===== src/rtl/uart_pkg.sv =====
// uart_pkg: types and helpers shared by the UART receiver and transmitter.
//   rx_state_t  - receiver FSM states
//   IDLE_LEVEL  - line level when no frame is in flight (mark)
//   par_calc    - parity bit a transmitter would send for a data word
package uart_pkg;

  typedef enum logic [2:0] {
    IDLE,
    START,
    DATA,
    PARITY,
    STOP,
    BREAK
  } rx_state_t;

  localparam logic IDLE_LEVEL = 1'b1;

  // Words narrower than 8 bits are zero-extended by the caller.
  // Zero bits do not change the XOR.
  function automatic logic par_calc(input logic [7:0] data, input logic odd);
    return (^data) ^ odd;
  endfunction

endpackage


===== src/rtl/uart_sync2.sv =====
// uart_sync2: two-flop synchronizer for one asynchronous input.
// Both flops load RESET_VAL while rst is high.
//   clk      in   system clock
//   rst      in   synchronous, active-high reset
//   i_async  in   asynchronous input
//   o_sync   out  input after two flops (2 cycles of latency)
module uart_sync2 #(
  parameter logic RESET_VAL = 1'b1
) (
  input  logic clk,
  input  logic rst,
  input  logic i_async,
  output logic o_sync
);

  logic r_meta;
  logic r_sync;

  always_ff @(posedge clk) begin
    if (rst) begin
      r_meta <= RESET_VAL;
      r_sync <= RESET_VAL;
    end else begin
      r_meta <= i_async;
      r_sync <= r_meta;
    end
  end

  assign o_sync = r_sync;

endmodule


===== src/rtl/uart_rx_frame.sv =====
// uart_rx_frame: UART receiver for 8N1 frames, with an optional parity bit.
// Each bit is taken as the 3-sample majority around mid-bit.
//   clk         in   system clock
//   rst         in   synchronous, active-high reset
//   rx          in   asynchronous serial line, idle high
//   rx_data     out  last good word; held until the next good word
//   rx_valid    out  1-cycle pulse when rx_data has just been updated
//   frame_err   out  1-cycle pulse when the stop bit is read as 0
//   parity_err  out  1-cycle pulse together with rx_valid on a parity mismatch
//   busy        out  high whenever the FSM is not idle
module uart_rx_frame
  import uart_pkg::*;
#(
  parameter int CLKS_PER_BIT = 16,
  parameter int DATA_BITS    = 8,
  parameter int PARITY_EN    = 0,
  parameter int PARITY_ODD   = 0
) (
  input  logic                 clk,
  input  logic                 rst,
  input  logic                 rx,
  output logic [DATA_BITS-1:0] rx_data,
  output logic                 rx_valid,
  output logic                 frame_err,
  output logic                 parity_err,
  output logic                 busy
);

  localparam int CW = $clog2(CLKS_PER_BIT);
  localparam int IW = $clog2(DATA_BITS);
  localparam int M  = CLKS_PER_BIT / 2;
  localparam logic [CW-1:0] CNT_M_M1 = CW'(M - 1);
  localparam logic [CW-1:0] CNT_M    = CW'(M);
  localparam logic [CW-1:0] CNT_M_P1 = CW'(M + 1);
  localparam logic [CW-1:0] CNT_LAST = CW'(CLKS_PER_BIT - 1);
  localparam logic [IW-1:0] IDX_LAST = IW'(DATA_BITS - 1);

  logic w_rx_s;

  rx_state_t            r_state,     w_state_next;
  logic [CW-1:0]        r_bit_cnt,   w_bit_cnt_next;
  logic [IW-1:0]        r_bit_idx,   w_bit_idx_next;
  logic [DATA_BITS-1:0] r_shift,     w_shift_next;
  logic                 r_par_err,   w_par_err_next;
  logic [DATA_BITS-1:0] r_rx_data,   w_rx_data_next;
  logic                 r_rx_valid,  w_rx_valid_next;
  logic                 r_frame_err, w_frame_err_next;
  logic                 r_parity_err, w_parity_err_next;
  logic                 r_s_early;  // rx_s at count M-1
  logic                 r_s_mid;    // rx_s at count M

  logic w_maj;
  logic w_resolve;
  logic w_bit_end;

  uart_sync2 #(.RESET_VAL(IDLE_LEVEL)) u_sync (
    .clk     (clk),
    .rst     (rst),
    .i_async (rx),
    .o_sync  (w_rx_s)
  );

  // The third sample is the live rx_s at count M+1.
  // The bit is resolved in that same cycle.
  assign w_maj     = (r_s_early & r_s_mid) | (r_s_early & w_rx_s) | (r_s_mid & w_rx_s);
  assign w_resolve = (r_bit_cnt == CNT_M_P1);
  assign w_bit_end = (r_bit_cnt == CNT_LAST);

  always_comb begin
    w_state_next      = r_state;
    w_bit_cnt_next    = r_bit_cnt + 1'b1;
    w_bit_idx_next    = r_bit_idx;
    w_shift_next      = r_shift;
    w_par_err_next    = r_par_err;
    w_rx_data_next    = r_rx_data;
    w_rx_valid_next   = 1'b0;
    w_frame_err_next  = 1'b0;
    w_parity_err_next = 1'b0;

    case (r_state)
      IDLE: begin
        w_bit_cnt_next = '0;
        w_bit_idx_next = '0;
        if (w_rx_s != IDLE_LEVEL) begin
          w_state_next   = START;
          w_par_err_next = 1'b0;
        end
      end
      START: begin
        if (w_resolve && w_maj) begin
          // The start bit did not hold low through mid-bit, so treat it as a glitch.
          w_state_next   = IDLE;
          w_bit_cnt_next = '0;
        end else if (w_bit_end) begin
          w_state_next   = DATA;
          w_bit_cnt_next = '0;
        end
      end
      DATA: begin
        // Shift in from the top so the first (LSB) bit ends up in bit 0.
        if (w_resolve) begin
          w_shift_next = {w_maj, r_shift[DATA_BITS-1:1]};
        end
        if (w_bit_end) begin
          w_bit_cnt_next = '0;
          if (r_bit_idx == IDX_LAST) begin
            w_bit_idx_next = '0;
            w_state_next   = (PARITY_EN != 0) ? PARITY : STOP;
          end else begin
            w_bit_idx_next = r_bit_idx + 1'b1;
          end
        end
      end
      PARITY: begin
        if (w_resolve) begin
          w_par_err_next = (w_maj != par_calc(8'(r_shift), 1'(PARITY_ODD)));
        end
        if (w_bit_end) begin
          w_state_next   = STOP;
          w_bit_cnt_next = '0;
        end
      end
      STOP: begin
        // Leave at mid stop bit.
        // This re-arms IDLE before a back-to-back start edge can arrive.
        if (w_resolve) begin
          w_bit_cnt_next = '0;
          if (w_maj) begin
            w_rx_data_next    = r_shift;
            w_rx_valid_next   = 1'b1;
            w_parity_err_next = r_par_err;
            w_state_next      = IDLE;
          end else begin
            w_frame_err_next = 1'b1;
            w_state_next     = BREAK;
          end
        end
      end
      BREAK: begin
        // Wait out a held-low line so that it reports only one frame_err.
        w_bit_cnt_next = '0;
        if (w_rx_s == IDLE_LEVEL) begin
          w_state_next = IDLE;
        end
      end
      default: begin
        w_state_next   = IDLE;
        w_bit_cnt_next = '0;
      end
    endcase
  end

  always_ff @(posedge clk) begin
    if (rst) begin
      r_state      <= IDLE;
      r_bit_cnt    <= '0;
      r_bit_idx    <= '0;
      r_shift      <= '0;
      r_par_err    <= 1'b0;
      r_rx_data    <= '0;
      r_rx_valid   <= 1'b0;
      r_frame_err  <= 1'b0;
      r_parity_err <= 1'b0;
      r_s_early    <= IDLE_LEVEL;
      r_s_mid      <= IDLE_LEVEL;
    end else begin
      r_state      <= w_state_next;
      r_bit_cnt    <= w_bit_cnt_next;
      r_bit_idx    <= w_bit_idx_next;
      r_shift      <= w_shift_next;
      r_par_err    <= w_par_err_next;
      r_rx_data    <= w_rx_data_next;
      r_rx_valid   <= w_rx_valid_next;
      r_frame_err  <= w_frame_err_next;
      r_parity_err <= w_parity_err_next;
      if (r_bit_cnt == CNT_M_M1) r_s_early <= w_rx_s;
      if (r_bit_cnt == CNT_M)    r_s_mid   <= w_rx_s;
    end
  end

  assign rx_data    = r_rx_data;
  assign rx_valid   = r_rx_valid;
  assign frame_err  = r_frame_err;
  assign parity_err = r_parity_err;
  assign busy       = (r_state != IDLE);

endmodule

===== config.mk =====
export PLATFORM = sky130hd
export DESIGN_NAME = uart_rx_frame
export DESIGN_NICKNAME = d
export VERILOG_FILES = /design/src/rtl/uart_pkg.sv /design/src/rtl/uart_sync2.sv /design/src/rtl/uart_rx_frame.sv
export SDC_FILE = /design/constraint.sdc
export NUM_CORES = 1
export LEC_CHECK = 0
export ABC_AREA = 1
export BUFFER_PORTS_ARGS = -buffer_cell sky130_fd_sc_hd__buf_2
export CAP_MARGIN = 30
export CORE_MARGIN = 2
export CORE_UTILIZATION = 60
export DETAILED_ROUTE_END_ITERATION = 10
export GPL_TIMING_DRIVEN = 0
export MAX_ROUTING_LAYER = met4
export PLACE_DENSITY = 0.78
export SYNTH_ARGS = -nofsm -noshare
export SYNTH_HDL_FRONTEND = slang
export SYNTH_SLANG_ARGS = --single-unit
export TNS_END_PERCENT = 5

===== constraint.sdc =====
create_clock -name clk -period 4.2 [get_ports clk]
set_clock_uncertainty 0.15 [all_clocks]
set_input_delay 0.42 -clock clk [delete_from_list [all_inputs] [get_ports clk]]
set_output_delay 0.42 -clock clk [all_outputs]
set_load 0.03 [all_outputs]

After elaboration in Yosys (flattened, before gate mapping):

Index checks and enable logic that the tools add are counted.

* bitwise gates (word level): 8
* add/sub/neg operators: 2
* mux-type cells: 22
* reductions and logical operators: 14
* equal/unequal tests: 19

Operator list (count)
* 2-to-1 mux 3 bit: 11
* case mux 3 bit (6 select lines): 1
* equality test 4 bit (second input constant): 3
* 2-to-1 mux 4 bit: 3
* inequality test 2 bit (second input constant): 6
* case mux 4 bit (3 select lines): 1
* equality test 3 bit (second input constant): 3
* parity 8 bit: 1
* AND reduction 7 bit: 1
* equality test 3 x 2 -> 1 bit (second input constant): 2
* case mux 3 bit (2 select lines): 1
* AND reduction 3 bit: 2
* adder 4 x 1 -> 4 bit (second input constant): 1
* equality test 4 x 3 -> 1 bit (second input constant): 1
* 2-to-1 mux 1 bit: 4
* AND reduction 2 bit: 2
* nonzero test 2 bit: 2
* OR reduction 4 bit: 1
* adder 3 x 1 -> 3 bit (second input constant): 1
* bitwise AND 1 bit: 3
* equality test 3 x 1 -> 1 bit (second input constant): 1
* logical NOT 3 bit: 1
* inequality test 3 bit (second input constant): 1
* NOT 1 bit: 3
* other kinds (8): 9

* output and inout bits: 12
* logic and storage cells: 78
* input port bits: 3
* bits in registers: 34

Depth between registers and ports, before layout:

* depth in word-level cells: 6
* mapped depth: 11
* depth with buffers taken out: 11

By module:

Synthesis repeated with hierarchy kept, for this count alone.

* cell total of the unflattened synthesis: 231
* area, all modules: 1710.4 µm²

By module, submodules not included
* uart_rx_frame: instances 1, cells an instance 224, seq. area each 640.6 µm², area an instance 1651.6 µm²
* uart_sync2: instances 1, cells an instance 7, seq. area each 40.0 µm², area an instance 58.8 µm²

Worst setup path after synthesis:

Ideal clock, no wire load.

* path kind: reg-to-reg
* start point: register r_bit_cnt[0]
* end point: register r_state[0]
* period minus slack after synthesis: 1544 ps
* setup time: 113 ps
* buffers on the path: 0
* required time: 3937 ps
* path slack: 2656 ps
* arrival: 1281 ps
* cell stages (with the launch flop): 11
* path through: dfxtp_1 ha_1 nand2_1 inv_1 nand2_1 nand2_1 nand3_1 nor2_2 nand2_1 o21ai_1 inv_1

* word-level cells in the longest chain between the ends: 4
* elaborated cells on any way between the ends: 10
* those cells by class: 6 x eq/ne; 2 x mux; 2 x reduce/logical

RTL lines
* start: declaration: line uart_rx_frame.sv:41 `logic [CW-1:0] r_bit_cnt, w_bit_cnt_next;`
* start signal: assignment: line uart_rx_frame.sv:168 `r_bit_cnt <= w_bit_cnt_next;`
* equality test 4 bit: line uart_rx_frame.sv:66 `assign w_resolve = (r_bit_cnt == CNT_M_P1);`
* logical AND 1 bit: line uart_rx_frame.sv:90 `if (w_resolve && w_maj) begin`
* inequality test 3 bit (no line) / 2-to-1 mux 3 bit (equally long branches)
* AND reduction 7 bit (no line) / case mux 3 bit (6 select lines) (equally long branches)
* end signal: assignment: line uart_rx_frame.sv:167 `r_state <= w_state_next;`
* end: declaration: line uart_rx_frame.sv:40 `rx_state_t r_state, w_state_next;`

Parallel ways exist; a longest one is shown, timed or not.
A chain may end at the register's enable or synchronous reset.

Worst setup path after layout:

* start point: register r_state[1]
* end point: output port busy

* word-level cells in the longest chain between the ends: 1

RTL lines
* nonzero test 3 bit: line uart_rx_frame.sv:185 `assign busy = (r_state != IDLE);`
* end: declaration: line uart_rx_frame.sv:26 `output logic busy`

No other way between the ends.

==> results.py <==
metrics = {
    "global_route": {
        "grt_pass1_vias": 1349,
        "grt_pass1_wl_mm": 5.64,
        "grt_max_degree": 11,
        "grtUsageTotal": 0.232,
        "grt-ovfl-total": 0,
        "antenna_found_initial": 0,
    },
    "layout": {
        "syn_to_final_growth_pct": 10.2,
        "post-route-cell-area_um2": 1810,
        "final_util": 0.716,
        "final_common_cell": "nand2_1",
        "final_nets": 244,
        "drive_gt1_frac": 0.186,
        "diodes": 0,
        "mostFrequentLayoutCells": "37 x nand2_1, 34 x dfxtp_1, 29 x inv_1, 22 x o21ai_0",
    },
    "die": {
        "io_pins": 15,
        "start_util": 0.650,
        "core_um2": 2520,
        "die_y_um": 56.3,
        "die-area_um2": 3170,
        "die_w_um": 56.3,
        "rows": 18,
    },
    "clock_network": {
        "clock_latency_ps": 340,
        "clkSinkCount": 34,
        "clk_pin_slew_ps": 100,
        "numCtsBuffers": 5,
        "cts_max_level": 2,
        "post-cts-setup-buffers": 0,
        "hold_buffers": 0,
        "cts_buffer_depth": 2,
        "clockRootBuffer": "clkbuf_4",
        "cts_tree": "built",
        "cts_resized": 0,
    },
    "routing": {
        "drtAntennaViolNets": 0,
        "wirelength_mm": 3.31,
        "vias": 1455,
        "first_pass_iters": 4,
        "drc": 0,
        "drt_iter0_markers": 67,
        "vias_per_cell": 5.45,
        "wire_per_inst_um": 12.4,
    },
    "place": {
        "portBuffers": 14,
        "dp_hpwl_mm": 2.39,
        "place_area_um2": 1750,
        "dp_slack_ps": 2430,
        "place_congestion": 0.848,
    },
    "logic_synthesis": {
        "synth-warning-count": 0,
        "syn_area_per_cell_um2": 7.62,
        "synth_cell_type_count": 31,
        "syn-cell-area_um2": 1640,
        "yosys_register_bits": 34,
        "seq_area_frac_synth": 0.415,
        "syn_inst": 215,
        "synth_nets": 223,
    },
    "sta": {
        "rsz0062_at_grt": "false",
        "slew_violations": 0,
        "setup_viol_count_final": 0,
        "setup_ws_ps": 2200,
        "period_needed_ps": 2000,
        "fmax_mhz": 500,
        "max_slew_margin": 0.638,
        "period_share": 0.476,
        "tightestPinTransition_ps": 543,
        "hold_viol_final": 0,
        "finalSetupTns_ps": 0,
    },
    "power_and_ir_drop": {
        "swShare": 0.263,
        "power_mw": 0.579,
        "power_frac_comb": 0.098,
        "irDropWorstVdd_mv": 0.273,
        "powerDensity_nw_per_um2": 320,
        "intPower_mw": 0.427,
        "p_sw_mw": 0.152,
        "p_seq_frac": 0.576,
        "power_leakage_nw": 0.809,
        "power_frac_clock": 0.326,
    },
    "outcome": {
        "status": "finished clean",
    },
    "hold_path": {
        "hp-class": "in -> reg",
    },
    "critical_path": {
        "endpoint_kind": "output port",
        "crit_required_ps": 3630,
        "cp.arrival_ps": 1430,
        "crit_type": "reg -> out",
        "cp-start-kind": "register",
        "worstPathMaxFanout": 4,
    },
    "flow_run": {
        "drv_cap": 0,
    },
}
## final timing paths
kind	from	to	slack, ps	cells after the start
worst min-delay path	rx	u_sync.r_meta	110	2
worst min register to register	u_sync.r_meta	u_sync.o_sync	270	1
worst max register to register	r_bit_cnt[0]	r_state[0]	2380	10
worst max-delay path	r_state[1]	busy	2200	5
## flip-flops by register name, indices dropped and copies added, names as in the netlist
signal / cells
frame_err: 1
parity_err: 1
r_bit_cnt: 4
r_bit_idx: 3
r_par_err: 1
r_s_early: 1
r_s_mid: 1
r_shift: 8
r_state: 3
rx_data: 8
rx_valid: 1
u_sync.o_sync: 1
u_sync.r_meta: 1
## layout make-up
type                       instances  area [um2]
clock buffer                       7        55.1
tap                               30        37.5
clock inverter                     1        5.00
fill                             203         716
multi-input combinational        142         797
inverter                          34         128
sequential                        34         681
buffer                             5        33.8
timing repair buffer              14        70.1
## cells by family (layout without fill, tap and decap cells)
| group | count (synthesis) | after routing | synth area share |
|---|---|---|---|
| xor+xnor | 6 | 6 | 0.0321 |
| buf+inv | 39 | 61 | 0.0985 |
| fa+ha+maj | 5 | 5 | 0.0382 |
| flops | 34 | 34 | 0.415 |
| simple gates | 83 | 83 | 0.247 |
| compound gates | 48 | 48 | 0.169 |
## metal layers
layer  global-route usage  up-vias  wire, um
met5                    -        -         0
met4               0.0952        0        58
met3               0.0645        7       170
met2                0.393       40      1700
met1                0.257      668      1390
li1                     -      740         -
## synthesized netlist by cell type (all sizes together)
cell / instances / area, um2
a21oi: 19 / 103
nand4: 2 / 12.5
nor3: 7 / 46.3
or2: 2 / 12.5
ha: 5 / 62.6
nor3b: 1 / 12.5
nand3: 12 / 77.6
xnor2: 3 / 26.3
buf: 2 / 22.5
nor2: 20 / 92.6
o21ai: 24 / 124
dfxtp: 34 / 681
nand2: 39 / 151
o31ai: 1 / 7.51
clkbuf: 3 / 11.3
xor2: 3 / 26.3
a21boi: 1 / 11.3
o311ai: 1 / 8.76
a211oi: 1 / 12.5
inv: 34 / 128
o211a: 1 / 10.0
## critical path: stages (launching register included)
cell,delay [ps]
dfxtp_1,360
inv_2,130
nand2_2,80
nor2_1,200
inv_1,130
buf_2,200
## through the flow
stage / hold WS, ps / instances
finish: 107 / 267
floorplan: 239 / 215
global placement: 244 / 259
detailed placement: 251 / 259
global route: 96.0 / 267
CTS: 101 / 267
## power by group through the flow
stage	logic, mW	registers, mW	clock network, mW
after floorplan	0.0436	0.339	0
after global placement	0.0531	0.340	0
after detailed placement	0.0555	0.340	0
after CTS	0.0565	0.333	0.192
after global routing	0.0643	0.334	0.206
final	0.0569	0.333	0.189
Power figures use the tool's default switching activity.
